## src/rtl/ixc_sfifo_reader.sv

```systemverilog
// ixc_sfifo_reader: consumer end of the host-to-DUT stream FIFO; parses headers and
// delivers payload over valid/ready with sop/eop framing, returning rdCnt as credit.
module ixc_sfifo_reader #(
    parameter int DW      = 64,
    parameter int AW      = 10,
    parameter int MAX_LEN = 256
) (
    input  logic          clk,
    input  logic          rst,
    input  logic          enable,
    input  logic [63:0]   wrCnt,
    output logic          mem_ren,
    output logic [AW-1:0] mem_raddr,
    input  logic [DW-1:0] mem_rdata,
    output logic          msg_valid,
    input  logic          msg_ready,
    output logic [DW-1:0] msg_data,
    output logic          msg_sop,
    output logic          msg_eop,
    output logic [7:0]    msg_chan,
    output logic [63:0]   rdCnt,
    output logic          err_len,
    output logic          err_ovf,
    output logic [15:0]   drop_cnt
);
    localparam logic [63:0] DEPTH = 64'(1) << AW;

    typedef enum logic [1:0] {HDR, PAY, HALT} state_t;

    state_t        state, state_nx;
    logic          inflight;
    logic [15:0]   remaining, rem_nx;
    logic [7:0]    chan_r;
    logic          first;
    logic [DW-1:0] sk_data [2];
    logic          sk_sop  [2];
    logic          sk_eop  [2];
    logic [7:0]    sk_chan [2];
    logic          wp, rp;
    logic [1:0]    count;
    logic [63:0]   avail;
    logic [15:0]   hdr_len;
    logic          push, pop, room;

    assign hdr_len   = mem_rdata[15:0];
    assign msg_valid = count != 2'd0;
    assign msg_data  = sk_data[rp];
    assign msg_sop   = sk_sop[rp];
    assign msg_eop   = sk_eop[rp];
    assign msg_chan  = sk_chan[rp];

    // Room is judged on occupancy after this cycle's transfer, so a stream sustains one word per cycle.
    always_comb begin
        avail     = wrCnt - rdCnt - 64'(inflight);
        mem_raddr = rdCnt[AW-1:0] + AW'(inflight);
        push      = inflight && state == PAY;
        pop       = msg_valid && msg_ready;
        room      = (state == HDR && !inflight) || (({1'b0, count} + 3'(push) - 3'(pop)) < 3'd2);
        mem_ren   = !rst && enable && avail != 64'd0 && state != HALT && room;
    end

    always_comb begin
        state_nx = state;
        rem_nx   = remaining;
        if (inflight) begin
            case (state)
                HDR: begin
                    state_nx = hdr_len == 16'd0 ? HDR : hdr_len > 16'(MAX_LEN) ? HALT : PAY;
                    rem_nx   = hdr_len;
                end
                PAY: begin
                    rem_nx   = remaining - 16'd1;
                    state_nx = remaining == 16'd1 ? HDR : PAY;
                end
                default: state_nx = HALT;
            endcase
        end
    end

    always_ff @(posedge clk or posedge rst) begin
        if (rst) begin
            state     <= HDR;
            inflight  <= 1'b0;
            remaining <= '0;
            chan_r    <= '0;
            first     <= 1'b0;
            wp        <= 1'b0;
            rp        <= 1'b0;
            count     <= '0;
            rdCnt     <= '0;
            err_len   <= 1'b0;
            err_ovf   <= 1'b0;
            drop_cnt  <= '0;
            for (int i = 0; i < 2; i++) begin
                sk_data[i] <= '0;
                sk_sop[i]  <= 1'b0;
                sk_eop[i]  <= 1'b0;
                sk_chan[i] <= '0;
            end
        end else begin
            state     <= state_nx;
            remaining <= rem_nx;
            inflight  <= mem_ren;
            rdCnt     <= rdCnt + 64'(inflight);
            count     <= count + 2'(push) - 2'(pop);
            if (inflight && state == HDR) begin
                chan_r <= mem_rdata[23:16];
                first  <= 1'b1;
                if (hdr_len == 16'd0 && drop_cnt != 16'hFFFF)
                    drop_cnt <= drop_cnt + 16'd1;
                if (hdr_len > 16'(MAX_LEN))
                    err_len <= 1'b1;
            end
            if (push) begin
                sk_data[wp] <= mem_rdata;
                sk_sop[wp]  <= first;
                sk_eop[wp]  <= remaining == 16'd1;
                sk_chan[wp] <= chan_r;
                wp          <= ~wp;
                first       <= 1'b0;
            end
            if (pop)
                rp <= ~rp;
            if (wrCnt - rdCnt > DEPTH)
                err_ovf <= 1'b1;
        end
    end
endmodule

```

## config.mk

```make
export PLATFORM = sky130hd
export DESIGN_NAME = ixc_sfifo_reader
export DESIGN_NICKNAME = d
export VERILOG_FILES = /design/src/rtl/ixc_sfifo_reader.sv
export SDC_FILE = /design/constraint.sdc
export NUM_CORES = 1
export LEC_CHECK = 0
export CORE_MARGIN = 3
export CORE_UTILIZATION = 30
export CTS_CLUSTER_DIAMETER = 200
export DETAILED_ROUTE_END_ITERATION = 16
export PLACE_DENSITY_LB_ADDON = 0.12
export SLEW_MARGIN = 20
export SYNTH_ARGS = -nofsm -noshare
export SYNTH_HDL_FRONTEND = slang
export SYNTH_SLANG_ARGS = --single-unit
```

## constraint.sdc

```tcl
create_clock -name clk -period 25.6 [get_ports clk]
set_clock_uncertainty 0.2 [all_clocks]
set_input_delay 5.12 -clock clk [delete_from_list [all_inputs] [get_ports clk]]
set_output_delay 5.12 -clock clk [all_outputs]
set_load 0.01 [all_outputs]
```

==> metrics.txt, run 1 <==
Multi-input gate area 0.00951 mm²; Layout Cells excl Fill 2905; Clock Power Share 41.1%; Sw Pwr 341 µW; Crit Path Category input pin to output pin; GP Congestion 0.884; worst skew pair latency 530 ps; FF+latch area 0.00656 mm²; Hold Fails Final Rpt 0; number of synthesized flops with an enable pin 0; Seq/Total Area, Yosys 39.3%; layout cells sized above 1 11.4%; Setup Fix Bufs, Post-CTS 0; Worst-path clk slew 50 ps; synth cell count leaders nand2_1, dfrtp_1, mux2_2, a21oi_1, nor2_1; status complete, no violations; sw frac 28.1%; clock root buffer clkbuf_16; Power, Total 1.21 mW; CTS buffer count 35; hpwl dp 41100 µm; P_leak 8.54 nW; wire per inst 18.8 µm; pwr dens 56.2 mW/mm²; Max transition margin 29.8%; Routed Antenna Nets 0; H-tree depth 2; syn nets 2072; synth unique cells 77; CTS resizes 0; top cell type's share of synthesized area 39.3%; Vias/cell 5.09; max-slew violation count 0; Mean Syn Cell Area 8.94 µm²; via count of the first global-routing pass 14700; clock sinks 262; Gate power share 23.4%; GR Overflow Total 0; Post-Syn Area 0.0167 mm²; Initial Util 30.6%; Post-synth ARST share 100%; CTS tree done; Slew @ Worst Pin 1050 ps; first-pass GRT wire length 86600 µm; top cells by area, synth dfrtp_1, mux2_2, nand2_1; crit path DAT 10790 ps; Worst setup SP type input pin; endpoints failing setup 0; detailed-route DRC error count 0; via count 14800; unrepaired setup endpoints after global routing no; post-synthesis register bit count 262; DRT Pass-1 Iters 5; largest net degree at the start of global routing 85; Min-Delay Path Class flip-flop to flip-flop; setup_tns 0 ps; core area 0.0545 mm²; Ys Warns 0; top-count cell post-synth nand2_1; CP required 20280 ps; Peak VDD IR 0.0000425 V; Yosys top cell by area dfrtp_1; Die W 242 µm; Routed Wire Length 54600 µm; PortBufs 299; Die Area 0.0585 mm²; initial antenna violation count 5; Vert. Die Dim 242 µm; Worst setup EP type output pin; Mapped Cells 1867; fin nets 2342; Max Clock Freq 62.1 MHz; CTS hold repair buffers 0; num ports 300; critical-path maximum fanout 8; fillcell total 5506; dpl cells 2839; Max Buffers Root-to-Sink 3; fin crit period 16110 ps; Initial DRC Count 944; Internal 871 µW; sequential share of power 35.5%; GRT Resource Usage Total 18.2%; post-route clock period utilization 62.9%; row count 85; number of max-cap violations 0; Area growth syn-to-layout 29.4%; ys flop type dfrtp_1; hold slack final 265 ps
## worst max-delay path: stages
cell,delay [ps]
clkdlybuf4s50_1,500
inv_1,50
ha_1,210
fa_1,400
nand2b_1,180
a211oi_1,520
o21ai_0,280
o31ai_1,410
xor2_1,210
a21oi_1,200
nand4_1,350
nor3_1,530
a21oi_1,130
nor4b_1,330
nand4_1,140
nor4_1,270
a41oi_1,370
clkdlybuf4s50_1,590
## power by group through the flow
stage               Sequential, mW  Clock [mW]  Combinational, mW
CTS                          0.430       0.517              0.289
detailed placement           0.438           0              0.287
global route                 0.431       0.533              0.307
floorplan                    0.433           0              0.161
global placement             0.437           0              0.287
finish                       0.430       0.498              0.284
## layer usage
metal	wire, µm	vias to the layer above	track usage [%]	part of all wire (%)
met5	23	-	0	0.042
met4	942	4	3.93	1.7
met1	25600	7216	25.3	47
met2	25200	353	29.6	46
li1	-	7141	-	-
met3	2850	59	3.38	5.2
## sequential cells by signal (all words and copies together) (netlist names), 2 cells and up
| register | cells |
|---|---|
| chan_r | 8 |
| count | 2 |
| sk_eop | 2 |
| state | 2 |
| drop_cnt | 16 |
| sk_sop | 2 |
| sk_chan | 16 |
| sk_data | 128 |
| remaining | 16 |
| rdCnt | 64 |
## area by class of cell
class	instances	area share, %
inverters	88	1.56
well taps	739	4.28
diodes	4	0.0464
multi-input cells	1439	44.1
clock buffers	51	4.66
flip-flops and latches	262	30.4
clock inverters	11	0.724
repair buffers	311	14.3
## path summary, 6_finish.rpt
path | end | cells past startpoint | startpoint | slack, ps
setup / recovery | mem_ren | 18 | wrCnt[0] | 9490
hold / removal | sk_data[117] | 2 | sk_data[117] | 270
setup reg to reg | inflight | 15 | rdCnt[0] | 20220
hold reg to reg | sk_data[117] | 2 | sk_data[117] | 270
max in group asynchronous | rp | 3 | rst | 18810
min in group asynchronous | sk_data[99] | 2 | rst | 4870
## layout by cell type, fill, tap and decap left out, drive strengths merged, types with 6 or more instances in the layout
| cell | count |
|---|---|
| a211oi | 14 |
| a21boi | 6 |
| a21o | 35 |
| a21oi | 122 |
| a31oi | 7 |
| and2 | 6 |
| and3 | 22 |
| and4 | 7 |
| buf | 12 |
| clkbuf | 51 |
| clkdlybuf4s50 | 299 |
| clkinv | 8 |
| dfrtp | 262 |
| ha | 71 |
| inv | 88 |
| mux2 | 156 |
| nand2 | 343 |
| nand2b | 14 |
| nand3 | 60 |
| nand4 | 57 |
| nor2 | 96 |
| nor2b | 6 |
| nor3 | 38 |
| nor3b | 6 |
| nor4 | 26 |
| o211ai | 15 |
| o21a | 16 |
| o21ai | 85 |
| o21bai | 6 |
| or2 | 6 |
| or3 | 13 |
| xnor2 | 94 |
| xor2 | 34 |
## cells by family (layout without fill, tap and decap cells)
group                    count (synthesis)  count (layout)  synth area share (%)
XOR/XNOR                               128             128                  6.72
other                                    0               4                     0
AO/OA/AOI/OAI                          361             361                  13.7
buffers and inverters                  166             461                  3.84
multiplexers                           159             159                  10.7
AND/OR/NAND/NOR                        718             718                  20.2
adder cells (fa/ha/maj)                 73              73                  5.56
flip-flops                             262             262                  39.3
## per-stage QoR
step	setup WS [ps]	util, %	area [µm²]
4_1_cts	9550	39.6	21600
3_5_place_dp	9610	37.5	20400
5_1_grt	8980	39.6	21600
2_1_floorplan	8710	-	16700
6_report	9490	39.6	21600
3_3_place_gp	9670	37.5	20400
(Power assumes the default switching activity.)
==> run 2, diff against run 1 <==
Clock period 25.6 ns to 13.1 ns, I/O delays scaled along.
==> metrics.txt, run 2 (synthesis gave the netlist of run 1 again) <==
fin crit period 11110 ps; Slew @ Worst Pin 1080 ps (+25.8 ps); PortBufs 299 (unchanged); Hold Fails Final Rpt 0 (unchanged); Max Clock Freq 90.0 MHz; M1 GR Usage 25.6% (+0.26 points); Vias/cell 5.07 (-0.27%); pre-CTS setup slack 2030 ps (-7580 ps); number of max-cap violations 0 (unchanged); Routed Wire Length 54800 µm (+0.33%); CP required 10280 ps (-10000 ps); GRT busiest layer met2; Peak VDD IR 0.0000795 V (+87%); Min-Delay Path Class flip-flop to flip-flop; CTS buffer count 35 (unchanged); Routed Antenna Nets 0 (unchanged); detailed-route DRC error count 0 (unchanged); Worst-path clk slew 50 ps (about the same); crit path DAT 8290 ps (-2500 ps); pwr dens 110 mW/mm² (+95%); Crit Path Category input pin to output pin; Worst setup EP type output pin; clock root buffer clkbuf_16; Vert. Die Dim 242 µm (unchanged); endpoints failing setup 0 (unchanged); initial antenna violation count 5 (unchanged); Initial DRC Count 802 (-15%); fin nets 2342 (unchanged); max-slew violation count 0 (unchanged); CTS hold repair buffers 0 (unchanged); via count of the first global-routing pass 15000 (+2.2%); HP Start sk_data[103]; worst reg2reg path depth 15 (unchanged); largest net degree at the start of global routing 84 (-1.2%); Die Area 0.0585 mm² (unchanged); Worst setup SP type input pin; worst skew pair latency 530 ps (about the same); DRT Pass-1 Iters 6 (+1); commonest non-fill, non-tap cells in the layout nand2_1, clkdlybuf4s50_1, dfrtp_1; critical-path maximum fanout 8 (unchanged); reg2reg start rdCnt[0]; status complete, no violations; first-pass GRT wire length 87300 µm (+0.80%); number of flip-flops under the largest register name 128 (unchanged); CTS resizes 0 (unchanged); GRT Resource Usage Total 18.4% (+0.14 points); core area 0.0545 mm² (unchanged); top flop regs sk_data: 128 flops, rdCnt: 64 flops; via count 14700 (-0.41%); H-tree depth 2 (unchanged); wire per inst 18.9 µm (+0.47%); reg-to-reg endpoint inflight; GR Overflow Total 0 (unchanged); Max transition margin 27.8% (-2.0 points); layout cells sized above 1 11.4% (about the same); Initial Util 30.6% (unchanged); met3 Usage GRT 3.28% (-0.10 points); CP endpoint mem_ren; clock sinks 262 (unchanged); num ports 300 (unchanged); GP Congestion 0.881 (-0.41%); unrepaired setup endpoints after global routing no; Critical Path Source wrCnt[0]; CTS tree done; P_leak 8.54 nW (about the same); Largest Register sk_data; R2R Setup Slk 7700 ps (-12520 ps); Setup Fix Bufs, Post-CTS 0 (unchanged); final setup margin 1990 ps (-7500 ps); commonest non-fill, non-tap cell in the layout nand2_1; row count 85 (unchanged); setup_tns 0 ps (unchanged); post-route clock period utilization 84.8%; Die W 242 µm (unchanged); Max Buffers Root-to-Sink 3 (unchanged); hpwl dp 41200 µm (+0.45%); M2 GR Usage 29.8% (+0.21 points); fillcell total 5500 (-0.11%); Area growth syn-to-layout 29.3% (about the same)
-- run 2: worst min path at each step --
stage | endpoint | cells after the start | slack (ps)
after global placement | sk_data[81] | 2 | 250
after global routing | sk_data[123] | 2 | 290
after CTS | sk_sop[1] | 2 | 270
after floorplan | sk_data[100] | 2 | 240
final | sk_data[103] | 2 | 270
after detailed placement | sk_sop[1] | 2 | 260
-- run 2: layout make-up --
cell class              instances  area [µm²]  area share (%)
inverters                      88         338            1.57
repair buffers                311        3080            14.3
flip-flops and latches        262        6560            30.4
clock inverters                10         148           0.684
clock buffers                  50        1010            4.69
multi-input cells            1439        9510            44.1
well taps                     739         925            4.28
diodes                          2        5.00          0.0232
-- run 2: layer usage --
metal | wire length, µm | vias up | share of wire, %
met4 | 912 | 6 | 1.7
met5 | 40 | - | 0.073
met1 | 26200 | 7184 | 48
li1 | - | 7146 | -
met2 | 25100 | 323 | 46
met3 | 2530 | 54 | 4.6
-- run 2: critical path: stages --
cell             delay (ps)
clkdlybuf4s50_1         480
inv_1                    50
ha_1                    210
fa_1                    390
nand2b_1                180
a211oi_1                500
o21ai_0                 290
o31ai_1                 420
xor2_1                  200
a21oi_1                 200
nand4_1                 350
nor3_1                  570
a21oi_1                 130
nor4b_1                 330
nand4_1                 140
nor4_1                  220
a41oi_1                 390
clkdlybuf4s50_1         610
-- run 2: where the power goes --
group          leakage [nW]  internal [mW]  switching [mW]
Clock                 0.573          0.596           0.370
Combinational          4.90          0.283           0.274
Sequential             3.07          0.826          0.0147
-- run 2: metrics by stage --
stage / std cells / cell area, µm² / util, % / power [mW] / hold slack (ps)
global placement: 2839 / 20400 / 37.5 / 1.42 / 253
finish: 2901 / 21600 / 39.6 / 2.36 / 270
global route: 2899 / 21600 / 39.6 / 2.48 / 293
detailed placement: 2839 / 20400 / 37.5 / 1.42 / 258
floorplan: 1867 / 16700 / - / 1.16 / 242
CTS: 2899 / 21600 / 39.6 / 2.41 / 273
